## src/rtl/pipe_pkg.sv

```systemverilog
// Shared pipeline definitions: instruction field layout, opcode/aluop
// constants and the multdiv sequencer state encoding.
package pipe_pkg;

  localparam logic [4:0] OP_RTYPE = 5'b00000;
  localparam logic [4:0] OP_BNE   = 5'b00010;
  localparam logic [4:0] OP_JR    = 5'b00100;
  localparam logic [4:0] OP_ADDI  = 5'b00101;
  localparam logic [4:0] OP_BLT   = 5'b00110;
  localparam logic [4:0] OP_SW    = 5'b00111;
  localparam logic [4:0] OP_LW    = 5'b01000;

  localparam logic [4:0] ALU_MUL  = 5'b00110;
  localparam logic [4:0] ALU_DIV  = 5'b00111;

  localparam logic [31:0] NOP = 32'b0;

  // Field view of a 32-bit instruction, MSB first.
  typedef struct packed {
    logic [4:0] opcode;
    logic [4:0] rd;
    logic [4:0] rs;
    logic [4:0] rt;
    logic [4:0] shamt;
    logic [4:0] aluop;
    logic [1:0] pad;
  } ir_t;

  typedef enum logic [1:0] {
    IDLE  = 2'd0,
    START = 2'd1,
    BUSY  = 2'd2,
    DONE  = 2'd3
  } md_state_e;

endpackage

```

## src/rtl/pipe_hazard_ctrl_if.sv

```systemverilog
// Bundle between the hazard controller and the pipeline datapath.
// slave = the controller, master = the datapath side driving IRs/status.
interface pipe_hazard_ctrl_if;
  logic [31:0] fd_ir;
  logic [31:0] dx_ir;
  logic        branch_taken;
  logic        md_result_rdy;
  logic        md_exception;

  logic pc_en, fd_en, dx_en, xm_en, mw_en;
  logic fd_nop, dx_nop, xm_nop;
  logic md_ctrl_mult, md_ctrl_div;
  logic md_sel, md_ovf, md_timeout;

  modport master (
    output fd_ir, dx_ir, branch_taken, md_result_rdy, md_exception,
    input  pc_en, fd_en, dx_en, xm_en, mw_en,
    input  fd_nop, dx_nop, xm_nop,
    input  md_ctrl_mult, md_ctrl_div,
    input  md_sel, md_ovf, md_timeout
  );

  modport slave (
    input  fd_ir, dx_ir, branch_taken, md_result_rdy, md_exception,
    output pc_en, fd_en, dx_en, xm_en, mw_en,
    output fd_nop, dx_nop, xm_nop,
    output md_ctrl_mult, md_ctrl_div,
    output md_sel, md_ovf, md_timeout
  );
endinterface

```

## src/rtl/ir_src_decode.sv

```systemverilog
// Maps an instruction to the register numbers it may read and flags telling
// which of them it actually reads. Shared with the bypass unit.
module ir_src_decode
  import pipe_pkg::*;
(
  input  logic [31:0] ir,
  output logic [4:0]  rs,
  output logic [4:0]  rt,
  output logic [4:0]  rd,
  output logic        use_rs,
  output logic        use_rt,
  output logic        use_rd
);

  ir_t f;
  logic unused_fields;

  assign f  = ir_t'(ir);
  assign rs = f.rs;
  assign rt = f.rt;
  assign rd = f.rd;
  assign unused_fields = ^{f.shamt, f.aluop, f.pad};

  // Per-opcode source usage; sw/bne/blt/jr read their rd field as a source.
  always_comb begin
    // NOTE: every output written here gets a default first, so no path through the case infers a latch.
    use_rs = 1'b0;
    use_rt = 1'b0;
    use_rd = 1'b0;
    case (f.opcode)
      OP_RTYPE: begin
        use_rs = 1'b1;
        use_rt = 1'b1;
      end
      OP_ADDI, OP_LW: use_rs = 1'b1;
      OP_SW, OP_BNE, OP_BLT: begin
        use_rs = 1'b1;
        use_rd = 1'b1;
      end
      OP_JR:   use_rd = 1'b1;
      default: ;
    endcase
  end

endmodule

```

## src/rtl/pipe_hazard_ctrl.sv

```systemverilog
// Stall/flush sequencer for the five-stage pipeline: load-use bubbles,
// taken-branch squashing, and the multdiv START/BUSY/DONE freeze.
// CNT_W must satisfy 2**CNT_W > MD_TIMEOUT.
module pipe_hazard_ctrl
  import pipe_pkg::*;
#(
  parameter int MD_TIMEOUT = 40,
  parameter int CNT_W      = 6
) (
  input logic              clock,
  input logic              reset_n,
  pipe_hazard_ctrl_if.slave hz
);

  localparam logic [CNT_W-1:0] CNT_LAST = CNT_W'(MD_TIMEOUT - 1);

  md_state_e        state, state_nxt;
  logic [CNT_W-1:0] cnt;
  logic             op_div_q;   // op kind latched so start pulses never glitch with dx_ir
  logic             ovf_q;
  logic             timeout_q;

  ir_t  dx;
  logic unused_dx;
  logic dx_is_md, dx_is_div, dx_is_load;
  logic [4:0] fd_rs, fd_rt, fd_rd;
  logic fd_use_rs, fd_use_rt, fd_use_rd;
  logic load_use;
  logic freeze;

  ir_src_decode u_fd_src (
    .ir     (hz.fd_ir),
    .rs     (fd_rs),
    .rt     (fd_rt),
    .rd     (fd_rd),
    .use_rs (fd_use_rs),
    .use_rt (fd_use_rt),
    .use_rd (fd_use_rd)
  );

  assign dx         = ir_t'(hz.dx_ir);
  assign unused_dx  = ^{dx.rs, dx.rt, dx.shamt, dx.pad};
  assign dx_is_div  = (dx.opcode == OP_RTYPE) && (dx.aluop == ALU_DIV);
  assign dx_is_md   = (dx.opcode == OP_RTYPE) && ((dx.aluop == ALU_MUL) || (dx.aluop == ALU_DIV));
  assign dx_is_load = (dx.opcode == OP_LW);

  // r0 is hardwired, so a load targeting it never creates a dependency.
  assign load_use = dx_is_load && (dx.rd != 5'd0) &&
                    ((fd_use_rs && (fd_rs == dx.rd)) ||
                     (fd_use_rt && (fd_rt == dx.rd)) ||
                     (fd_use_rd && (fd_rd == dx.rd)));

  assign hz.md_timeout = timeout_q;

  // State, BUSY counter and the multdiv status captured on leaving BUSY.
  always_ff @(posedge clock or negedge reset_n) begin
    if (!reset_n) begin
      state     <= IDLE;
      cnt       <= '0;
      op_div_q  <= 1'b0;
      ovf_q     <= 1'b0;
      timeout_q <= 1'b0;
    end else begin
      // NOTE: non-blocking (<=) so every register here sees pre-edge values of the others.
      state <= state_nxt;
      case (state)
        IDLE:  op_div_q <= dx_is_div;
        START: cnt <= '0;
        BUSY: begin
          cnt <= cnt + CNT_W'(1);
          if (hz.md_result_rdy) begin
            ovf_q <= hz.md_exception;
          end else if (cnt == CNT_LAST) begin
            ovf_q     <= 1'b1;
            timeout_q <= 1'b1;
          end
        end
        default: ;
      endcase
    end
  end

  // Next state and latch controls; multdiv freeze beats branch beats load-use.
  always_comb begin
    state_nxt       = state;
    freeze          = 1'b0;
    hz.pc_en        = 1'b1;
    hz.fd_en        = 1'b1;
    hz.dx_en        = 1'b1;
    hz.xm_en        = 1'b1;
    hz.mw_en        = 1'b1;
    hz.fd_nop       = 1'b0;
    hz.dx_nop       = 1'b0;
    hz.xm_nop       = 1'b0;
    hz.md_ctrl_mult = 1'b0;
    hz.md_ctrl_div  = 1'b0;
    hz.md_sel       = 1'b0;
    hz.md_ovf       = 1'b0;

    case (state)
      IDLE: begin
        if (dx_is_md) begin
          // Hold the mult/div in dx until its result is written in DONE.
          state_nxt = START;
          freeze    = 1'b1;
        end else if (hz.branch_taken) begin
          hz.fd_nop = 1'b1;
          hz.dx_nop = 1'b1;
        end else if (load_use) begin
          hz.pc_en  = 1'b0;
          hz.fd_en  = 1'b0;
          hz.dx_nop = 1'b1;
        end
      end
      START: begin
        state_nxt       = BUSY;
        freeze          = 1'b1;
        hz.md_ctrl_mult = !op_div_q;
        hz.md_ctrl_div  = op_div_q;
      end
      BUSY: begin
        freeze = 1'b1;
        if (hz.md_result_rdy || (cnt == CNT_LAST)) state_nxt = DONE;
      end
      DONE: begin
        state_nxt = IDLE;
        hz.md_sel = 1'b1;
        hz.md_ovf = ovf_q;
      end
      default: state_nxt = IDLE;
    endcase

    // Front of the pipe holds; older instructions drain behind a NOP in X/M.
    if (freeze) begin
      hz.pc_en  = 1'b0;
      hz.fd_en  = 1'b0;
      hz.dx_en  = 1'b0;
      hz.xm_nop = 1'b1;
    end
  end

endmodule
```

## src/flat_wrapper.sv

```systemverilog
// flat-port wrapper written by rule: the top's interface ports become plain ports
module pipe_hazard_ctrl_flat import pipe_pkg::*;
#(
  parameter int MD_TIMEOUT = 40,
  parameter int CNT_W      = 6
)
  (clock, reset_n, hz_fd_ir, hz_dx_ir, hz_branch_taken, hz_md_result_rdy, hz_md_exception, hz_pc_en, hz_fd_en, hz_dx_en, hz_xm_en, hz_mw_en, hz_fd_nop, hz_dx_nop, hz_xm_nop, hz_md_ctrl_mult, hz_md_ctrl_div, hz_md_sel, hz_md_ovf, hz_md_timeout);
  pipe_hazard_ctrl_if hz_i ();
  input logic clock;
  input logic reset_n;
  input wire logic [$bits(hz_i.fd_ir)-1:0] hz_fd_ir;
  input wire logic [$bits(hz_i.dx_ir)-1:0] hz_dx_ir;
  input wire logic [$bits(hz_i.branch_taken)-1:0] hz_branch_taken;
  input wire logic [$bits(hz_i.md_result_rdy)-1:0] hz_md_result_rdy;
  input wire logic [$bits(hz_i.md_exception)-1:0] hz_md_exception;
  output wire logic [$bits(hz_i.pc_en)-1:0] hz_pc_en;
  output wire logic [$bits(hz_i.fd_en)-1:0] hz_fd_en;
  output wire logic [$bits(hz_i.dx_en)-1:0] hz_dx_en;
  output wire logic [$bits(hz_i.xm_en)-1:0] hz_xm_en;
  output wire logic [$bits(hz_i.mw_en)-1:0] hz_mw_en;
  output wire logic [$bits(hz_i.fd_nop)-1:0] hz_fd_nop;
  output wire logic [$bits(hz_i.dx_nop)-1:0] hz_dx_nop;
  output wire logic [$bits(hz_i.xm_nop)-1:0] hz_xm_nop;
  output wire logic [$bits(hz_i.md_ctrl_mult)-1:0] hz_md_ctrl_mult;
  output wire logic [$bits(hz_i.md_ctrl_div)-1:0] hz_md_ctrl_div;
  output wire logic [$bits(hz_i.md_sel)-1:0] hz_md_sel;
  output wire logic [$bits(hz_i.md_ovf)-1:0] hz_md_ovf;
  output wire logic [$bits(hz_i.md_timeout)-1:0] hz_md_timeout;
  assign hz_i.fd_ir = hz_fd_ir;
  assign hz_i.dx_ir = hz_dx_ir;
  assign hz_i.branch_taken = hz_branch_taken;
  assign hz_i.md_result_rdy = hz_md_result_rdy;
  assign hz_i.md_exception = hz_md_exception;
  assign hz_pc_en = hz_i.pc_en;
  assign hz_fd_en = hz_i.fd_en;
  assign hz_dx_en = hz_i.dx_en;
  assign hz_xm_en = hz_i.xm_en;
  assign hz_mw_en = hz_i.mw_en;
  assign hz_fd_nop = hz_i.fd_nop;
  assign hz_dx_nop = hz_i.dx_nop;
  assign hz_xm_nop = hz_i.xm_nop;
  assign hz_md_ctrl_mult = hz_i.md_ctrl_mult;
  assign hz_md_ctrl_div = hz_i.md_ctrl_div;
  assign hz_md_sel = hz_i.md_sel;
  assign hz_md_ovf = hz_i.md_ovf;
  assign hz_md_timeout = hz_i.md_timeout;
  pipe_hazard_ctrl #(.MD_TIMEOUT(MD_TIMEOUT), .CNT_W(CNT_W)) u_core (.clock(clock), .reset_n(reset_n), .hz(hz_i));
endmodule
```

## config.mk

```make
export PLATFORM = sky130hd
export DESIGN_NAME = pipe_hazard_ctrl_flat
export DESIGN_NICKNAME = d
export VERILOG_FILES = /design/src/rtl/pipe_pkg.sv /design/src/rtl/pipe_hazard_ctrl_if.sv /design/src/rtl/ir_src_decode.sv /design/src/rtl/pipe_hazard_ctrl.sv /design/src/flat_wrapper.sv
export SDC_FILE = /design/constraint.sdc
export NUM_CORES = 1
export LEC_CHECK = 0
export ABC_AREA = 1
export ABC_CLOCK_PERIOD_IN_PS = 2550
export BUFFER_PORTS_ARGS = -buffer_cell sky130_fd_sc_hd__clkbuf_2
export CORE_MARGIN = 3
export CORE_UTILIZATION = 39
export CTS_CLUSTER_DIAMETER = 150
export CTS_CLUSTER_SIZE = 16
export DETAILED_ROUTE_END_ITERATION = 12
export HOLD_SLACK_MARGIN = 0.15
export PLACE_DENSITY = 0.83
export SYNTH_ARGS = -nofsm -noshare
export SYNTH_HDL_FRONTEND = slang
export SYNTH_SLANG_ARGS = --single-unit
```

## constraint.sdc

```tcl
create_clock -name clock -period 2.55 [get_ports clock]
set_input_delay 0.255 -clock clock [delete_from_list [all_inputs] [get_ports clock]]
set_output_delay 0.255 -clock clock [all_outputs]
set_load 0.1 [all_outputs]
```

==> results of run 1 <==
## through the flow
step	cells	hold slack, ns	area [um2]	power [mW]	worst slack [ns]
after floorplan	173	-0.0406	1050	1.31	0.0808
after global placement	250	0.139	1320	1.47	0.495
after detailed placement	250	0.145	1320	1.48	0.482
after CTS	255	0.225	1350	1.60	0.180
after global routing	255	0.231	1350	1.69	0.0749
final	255	0.226	1350	1.59	0.198
## cells in the final DEF (no fill, tap or decap), types with 2 or more instances in the layout
cell / netlist / layout
nand2_1: 52 / 52
nor3_1: 5 / 5
o21ai_0: 4 / 3
conb_1: 1 / 2
clkbuf_4: 0 / 3
inv_1: 33 / 32
a21oi_1: 7 / 7
dfrtp_1: 11 / 11
o21ai_1: 2 / 3
clkbuf_2: 0 / 50
nand4_1: 3 / 3
xnor2_1: 2 / 2
ha_1: 5 / 4
nand3_1: 6 / 6
xor2_1: 3 / 3
nor2_1: 20 / 20
inv_2: 5 / 5
## cell usage after synthesis, types with 2 or more instances
cell / number
a21oi_1: 7
nand2_1: 52
o21ai_1: 2
xnor2_1: 2
o21ai_0: 4
nand4_1: 3
nor2_1: 20
inv_2: 5
dfrtp_1: 11
ha_1: 5
nor3_1: 5
xor2_1: 3
buf_4: 3
inv_1: 33
nand3_1: 6
## per-layer routing
metal	part of all wire (%)	track usage, %
met1	43	19.2
met2	48	27.3
met3	7.0	3.56
met4	1.4	7.28
met5	0	0
## final cells by class
cell class	count	area share, %
flip-flops and latches	11	20.4
well taps	30	2.78
clock buffers	4	1.94
multi-input cells	121	44.8
repair buffers	51	19.3
inverters	38	10.8
## final timing paths
check                                                 start                               end  slack, ns  cells past startpoint
max                             u_core.state[0]$_DFFE_PN0P_                          hz_fd_en       0.20                      8
min                                         hz_md_exception          u_core.ovf_q$_DFFE_PN0P_       0.23                      3
max reg2reg                     u_core.state[0]$_DFFE_PN0P_         u_core.cnt[4]$_DFFE_PN0P_       0.95                      7
min reg2reg                u_core.hz.md_timeout$_DFFE_PN0P_  u_core.hz.md_timeout$_DFFE_PN0P_       0.48                      1
max in group asynchronous                           reset_n         u_core.cnt[3]$_DFFE_PN0P_       1.94                      2
min in group asynchronous                           reset_n       u_core.state[0]$_DFFE_PN0P_       0.39                      2
## sequential cells by signal, indices dropped and copies added (netlist names)
| name | flops |
|---|---|
| u_core.cnt | 6 |
| u_core.hz.md_timeout | 1 |
| u_core.ovf_q | 1 |
| u_core.state | 2 |
| u_core.op_div_q | 1 |
## kinds of logic (layout without fill, tap and decap cells)
logic type                 Yosys count  in the layout  synth area share, %
AOI/OAI and AO/OA                   18             18                 9.63
buffers and inverters               41             93                 15.9
adders and majority gates            5              5                 6.02
other                                1              2                0.361
xor gates and xnor gates             5              5                 4.21
and+or+nand+nor                     91             91                 37.4
DFF                                 11             11                 26.5
## repair_timing
action	in CTS	in global routing
hold buffers	1	0
hold endpoints to repair	11	0
resized for setup	0	0
## critical path, cell delays in order (launching register included)
cell and delay (ns):
dfrtp_1 0.40, inv_1 0.09, ha_1 0.38, inv_1 0.16, nand2_1 0.12, nand2_4 0.08, nand2_1 0.08, clkinvlp_4 0.07
clkbuf_2 0.44
## report_power, final
part / leakage, nW / switching [mW] / internal [mW] / total, mW
Sequential: 0.145 / 0.0357 / 0.215 / 0.250
Combinational: 0.694 / 1.01 / 0.214 / 1.22
Clock: 0.0150 / 0.0591 / 0.0606 / 0.120
Total: 0.854 / 1.10 / 0.489 / 1.59
==> metrics.txt, run 1 <==
status finished, final reports clean; DR DRC count 0; first-pass GRT wire length 4290 um; Starting Density 41.6%; RSZ-0062 raised after global routing no; CTS tree yes; wire length per cell 9.24 um; CORE AREA 0.00250 mm2; multi-input logic area 606 um2; RePlAce Congestion 0.855; IO Port Bufs 50; clock latency on the worst-skew pair 0.27 ns; die area 0.00332 mm2; Post-synth ARST share 100%; vias post-DR 1139; Die X-Extent 57.6 um; Max H-tree Level 1; Seq cells post-synth 11; Post-DRT Antenna Nets 0; pwr/cell area 1180 mW/mm2; relative slew slack 63.9%; WS Path Type flip-flop to primary output; nature of the critical path endpoint primary output; CP Data Required Time 2.30 ns; cells after synthesis 172; cell type with the largest total area after synthesis dfrtp_1; nets@finish 300; startpoint types flip-flop; critical path fanouts, max 7; setup TNS 0 ns; Synth cell types 26; TritonCTS buffer count 3; synth top area cells dfrtp_1 26%, nand2_1 19%, inv_1 12%; period utilization 92.2%; Slew Viols, Final 0; final WL 2360 um; prevailing post-synth register cell dfrtp_1; initial antenna violation count 0; fin crit period 2.35 ns; post-DR vias/cell 4.47; sequential cell area 275 um2; clk sinks 11; share of the yosys chip area belonging to registers 26.5%; HP Class primary input to flip-flop; post-CTS setup buffer count 0; Fillers 263; worst slew pin tran 0.544 ns; largest net degree at the start of global routing 12; Row Count 18; Die Y-Extent 57.6 um; WP data arrival 2.10 ns; IO Count 82; Max Cap Viol 0; Hold Vio Cnt, Final 0; Synth Cell Area 0.00104 mm2; Synth Warn # 0; Finish-stage setup viols 0; area grow syn2layout 30.0%; Synth top area share 26.5%; CTS max path bufs 2; GRT Total Usage 16.0%; drt first pass iters 4; utilization after layout 54.1%; syn_area_per_cell 6.05 um2; clk slew on worst S/H paths 0.07 ns; Layout Skew 0.000808 ns; vias in the first global route 1075; n_diodes 0; Iter 0 DRT Violations 51; number of flops mapped to enable cells by yosys 0; fmax 0.425 GHz; share of layout cells above drive strength 1 28.4%; grt ovf 0; hpwl dp 2050 um; root buf cell clkbuf_4; Pleak 0.854 nW; VDD IR max 1.83 mV
(Power assumes the default switching activity.)
==> inputs of run 2 (changes only) <==
- CORE_MARGIN: 3 -> 8
- CTS_BUF_LIST: unset -> sky130_fd_sc_hd__clkbuf_16
==> run 2 against run 1 <==
Net effect: register-to-register slack improved by 0.03 ns; sequential power about the same; non-clock buffer count unchanged; final area increased by 3.9%; first-iteration DRC count decreased by 27%; sequential share of layout area decreased by 0.76 points; critical path type unchanged; largest power group unchanged.
==> metrics.txt, run 2 (synthesized netlist as in run 1, its figures left out) <==
nature of the critical path endpoint primary output (unchanged); hpwl dp 2250 um (was 2050 um); Hold Vio Cnt, Final 0 (unchanged); r2r endpoint u_core.cnt[4]$_DFFE_PN0P_ (unchanged); vias post-DR 1153 (was 1139); area grow syn2layout 35.0% (was 30.0%); first-pass GRT wire length 4170 um (was 4290 um); clk sinks 11 (unchanged); CTS tree yes (unchanged); CORE AREA 0.00250 mm2 (unchanged); Placed Area 0.00132 mm2 (unchanged); WS Path Type flip-flop to primary output (unchanged); # hold bufs at CTS 1 (unchanged); max reg flops 6 (unchanged); utilization after layout 56.2% (was 54.1%); Pleak 0.881 nW (was 0.854 nW); RSZ-0062 raised after global routing no (unchanged); biggest regs u_core.cnt: 6 flops, u_core.state: 2 flops (unchanged); pwr/cell area 1250 mW/mm2 (was 1180 mW/mm2); wire length per cell 10.3 um (was 9.24 um); clk slew on worst S/H paths 0.04 ns (was 0.07 ns); relative slew slack 62.6% (was 63.9%); Iter 0 DRT Violations 37 (was 51); vias in the first global route 1041 (was 1075); Hold Path End u_core.op_div_q$_DFFE_PN0P_ (was u_core.ovf_q$_DFFE_PN0P_); n_diodes 0 (unchanged); Worst Hold Launch hz_dx_ir[2] (was hz_md_exception); status finished, final reports clean (unchanged); finished layout cell area 0.00140 mm2 (was 0.00135 mm2); fmax 0.434 GHz (was 0.425 GHz); Die X-Extent 67.6 um (was 57.6 um); root buf cell clkbuf_16 (was clkbuf_4); period utilization 90.3% (was 92.2%); commonest non-fill, non-tap cell in the layout nand2_1 (unchanged); post-DR vias/cell 4.52 (was 4.47); VDD IR max 2.46 mV (was 1.83 mV); drt first pass iters 4 (unchanged); worst slew pin tran 0.564 ns (was 0.544 ns); TritonCTS buffer count 3 (unchanged); Post-DRT Antenna Nets 0 (unchanged); IO Port Bufs 50 (unchanged); Max H-tree Level 1 (unchanged); WHS Path Cells 3 (unchanged); CTS resizes 0 (unchanged); fin crit period 2.30 ns (was 2.35 ns); GRT Total Usage 11.6% (was 16.0%); IO Count 82 (unchanged); worst-case reg-to-reg path depth 7 (unchanged); Die Y-Extent 67.6 um (was 57.6 um); critical path fanouts, max 7 (unchanged); nets@finish 300 (unchanged); Row Count 18 (unchanged); clock latency on the worst-skew pair 0.24 ns (was 0.27 ns); Max Cap Viol 0 (unchanged); start of the worst register-to-register path u_core.state[1]$_DFFE_PN0P_ (was u_core.state[0]$_DFFE_PN0P_); DR DRC count 0 (unchanged); CTS max path bufs 2 (unchanged); Slew Viols, Final 0 (unchanged); Finish-stage setup viols 0 (unchanged); startpoint types flip-flop (unchanged); CP Data Required Time 2.30 ns (about the same); setup TNS 0 ns (unchanged); largest net degree at the start of global routing 12 (unchanged); grt ovf 0 (unchanged); WP data arrival 2.05 ns (was 2.10 ns); post-CTS setup buffer count 0 (unchanged); initial antenna violation count 0 (unchanged); Starting Density 41.6% (unchanged); Layout Skew 0.00196 ns (was 0.000808 ns); HP Class primary input to flip-flop (unchanged); Most flops, register u_core.cnt (unchanged); share of layout cells above drive strength 1 28.4% (unchanged); commonest cells after routing, fill and taps aside 52 x nand2_1, 50 x clkbuf_2, 33 x inv_1 (was 52 x nand2_1, 50 x clkbuf_2, 32 x inv_1); RePlAce Congestion 0.899 (was 0.855); die area 0.00457 mm2 (was 0.00332 mm2); Reg2Reg Setup Slack 0.98 ns (was 0.95 ns); final WL 2620 um (was 2360 um)
-- run 2: cell types whose count changed in the layout (fill, tap and decap cells not counted), sizes merged --
cell and change:
inv +1, clkbuf -1
-- run 2: per-stage QoR --
| step | worst slack (ns) | instances | power, mW | hold WS, ns |
|---|---|---|---|---|
| floorplan | 0.0808 | 173 | 1.31 | -0.0406 |
| global placement | 0.496 | 250 | 1.47 | 0.146 |
| detailed placement | 0.485 | 250 | 1.48 | 0.143 |
| CTS | 0.235 | 255 | 1.78 | 0.254 |
| global route | 0.0986 | 255 | 1.87 | 0.267 |
| finish | 0.247 | 255 | 1.76 | 0.253 |
-- run 2: worst max-delay path, stage by stage (launching register included) --
cell        delay [ns]
dfrtp_1           0.38
inv_1             0.09
ha_1              0.38
inv_1             0.17
nand2_1           0.12
nand2_4           0.08
nand2_1           0.08
clkinvlp_4        0.07
clkbuf_2          0.44
-- run 2: final cells by class --
type                    instances  area, um2
multi-input cells             121        606
well taps                      30       37.5
clock buffers                   3       75.1
inverters                      38        146
repair buffers                 51        260
clock inverters                 1       3.75
flip-flops and latches         11        275
fillers                       266       1100
-- run 2: report_power, final --
part,total [mW],switching (mW),internal [mW]
clock,0.283,0.0774,0.206
sequential,0.250,0.0342,0.216
combinational,1.23,1.01,0.214
total,1.76,1.12,0.636
-- run 2: worst max path at each step --
stage | from | to | cells past startpoint
after floorplan | u_core.state[0]$_DFFE_PN0P_ | hz_pc_en | 8
after CTS | u_core.state[0]$_DFFE_PN0P_ | hz_pc_en | 8
after detailed placement | u_core.state[0]$_DFFE_PN0P_ | hz_pc_en | 8
after global placement | u_core.state[0]$_DFFE_PN0P_ | hz_fd_en | 8
final | u_core.state[0]$_DFFE_PN0P_ | hz_pc_en | 8
after global routing | u_core.state[0]$_DFFE_PN0P_ | hz_fd_en | 8
-- run 2: per-layer routing --
metal | vias up | wire [um] | track usage [%]
met5 | - | 0 | 0
met4 | 0 | 44 | 4.18
met3 | 7 | 234 | 2.98
met2 | 33 | 1280 | 20.5
met1 | 486 | 1070 | 13.1
li1 | 627 | - | -
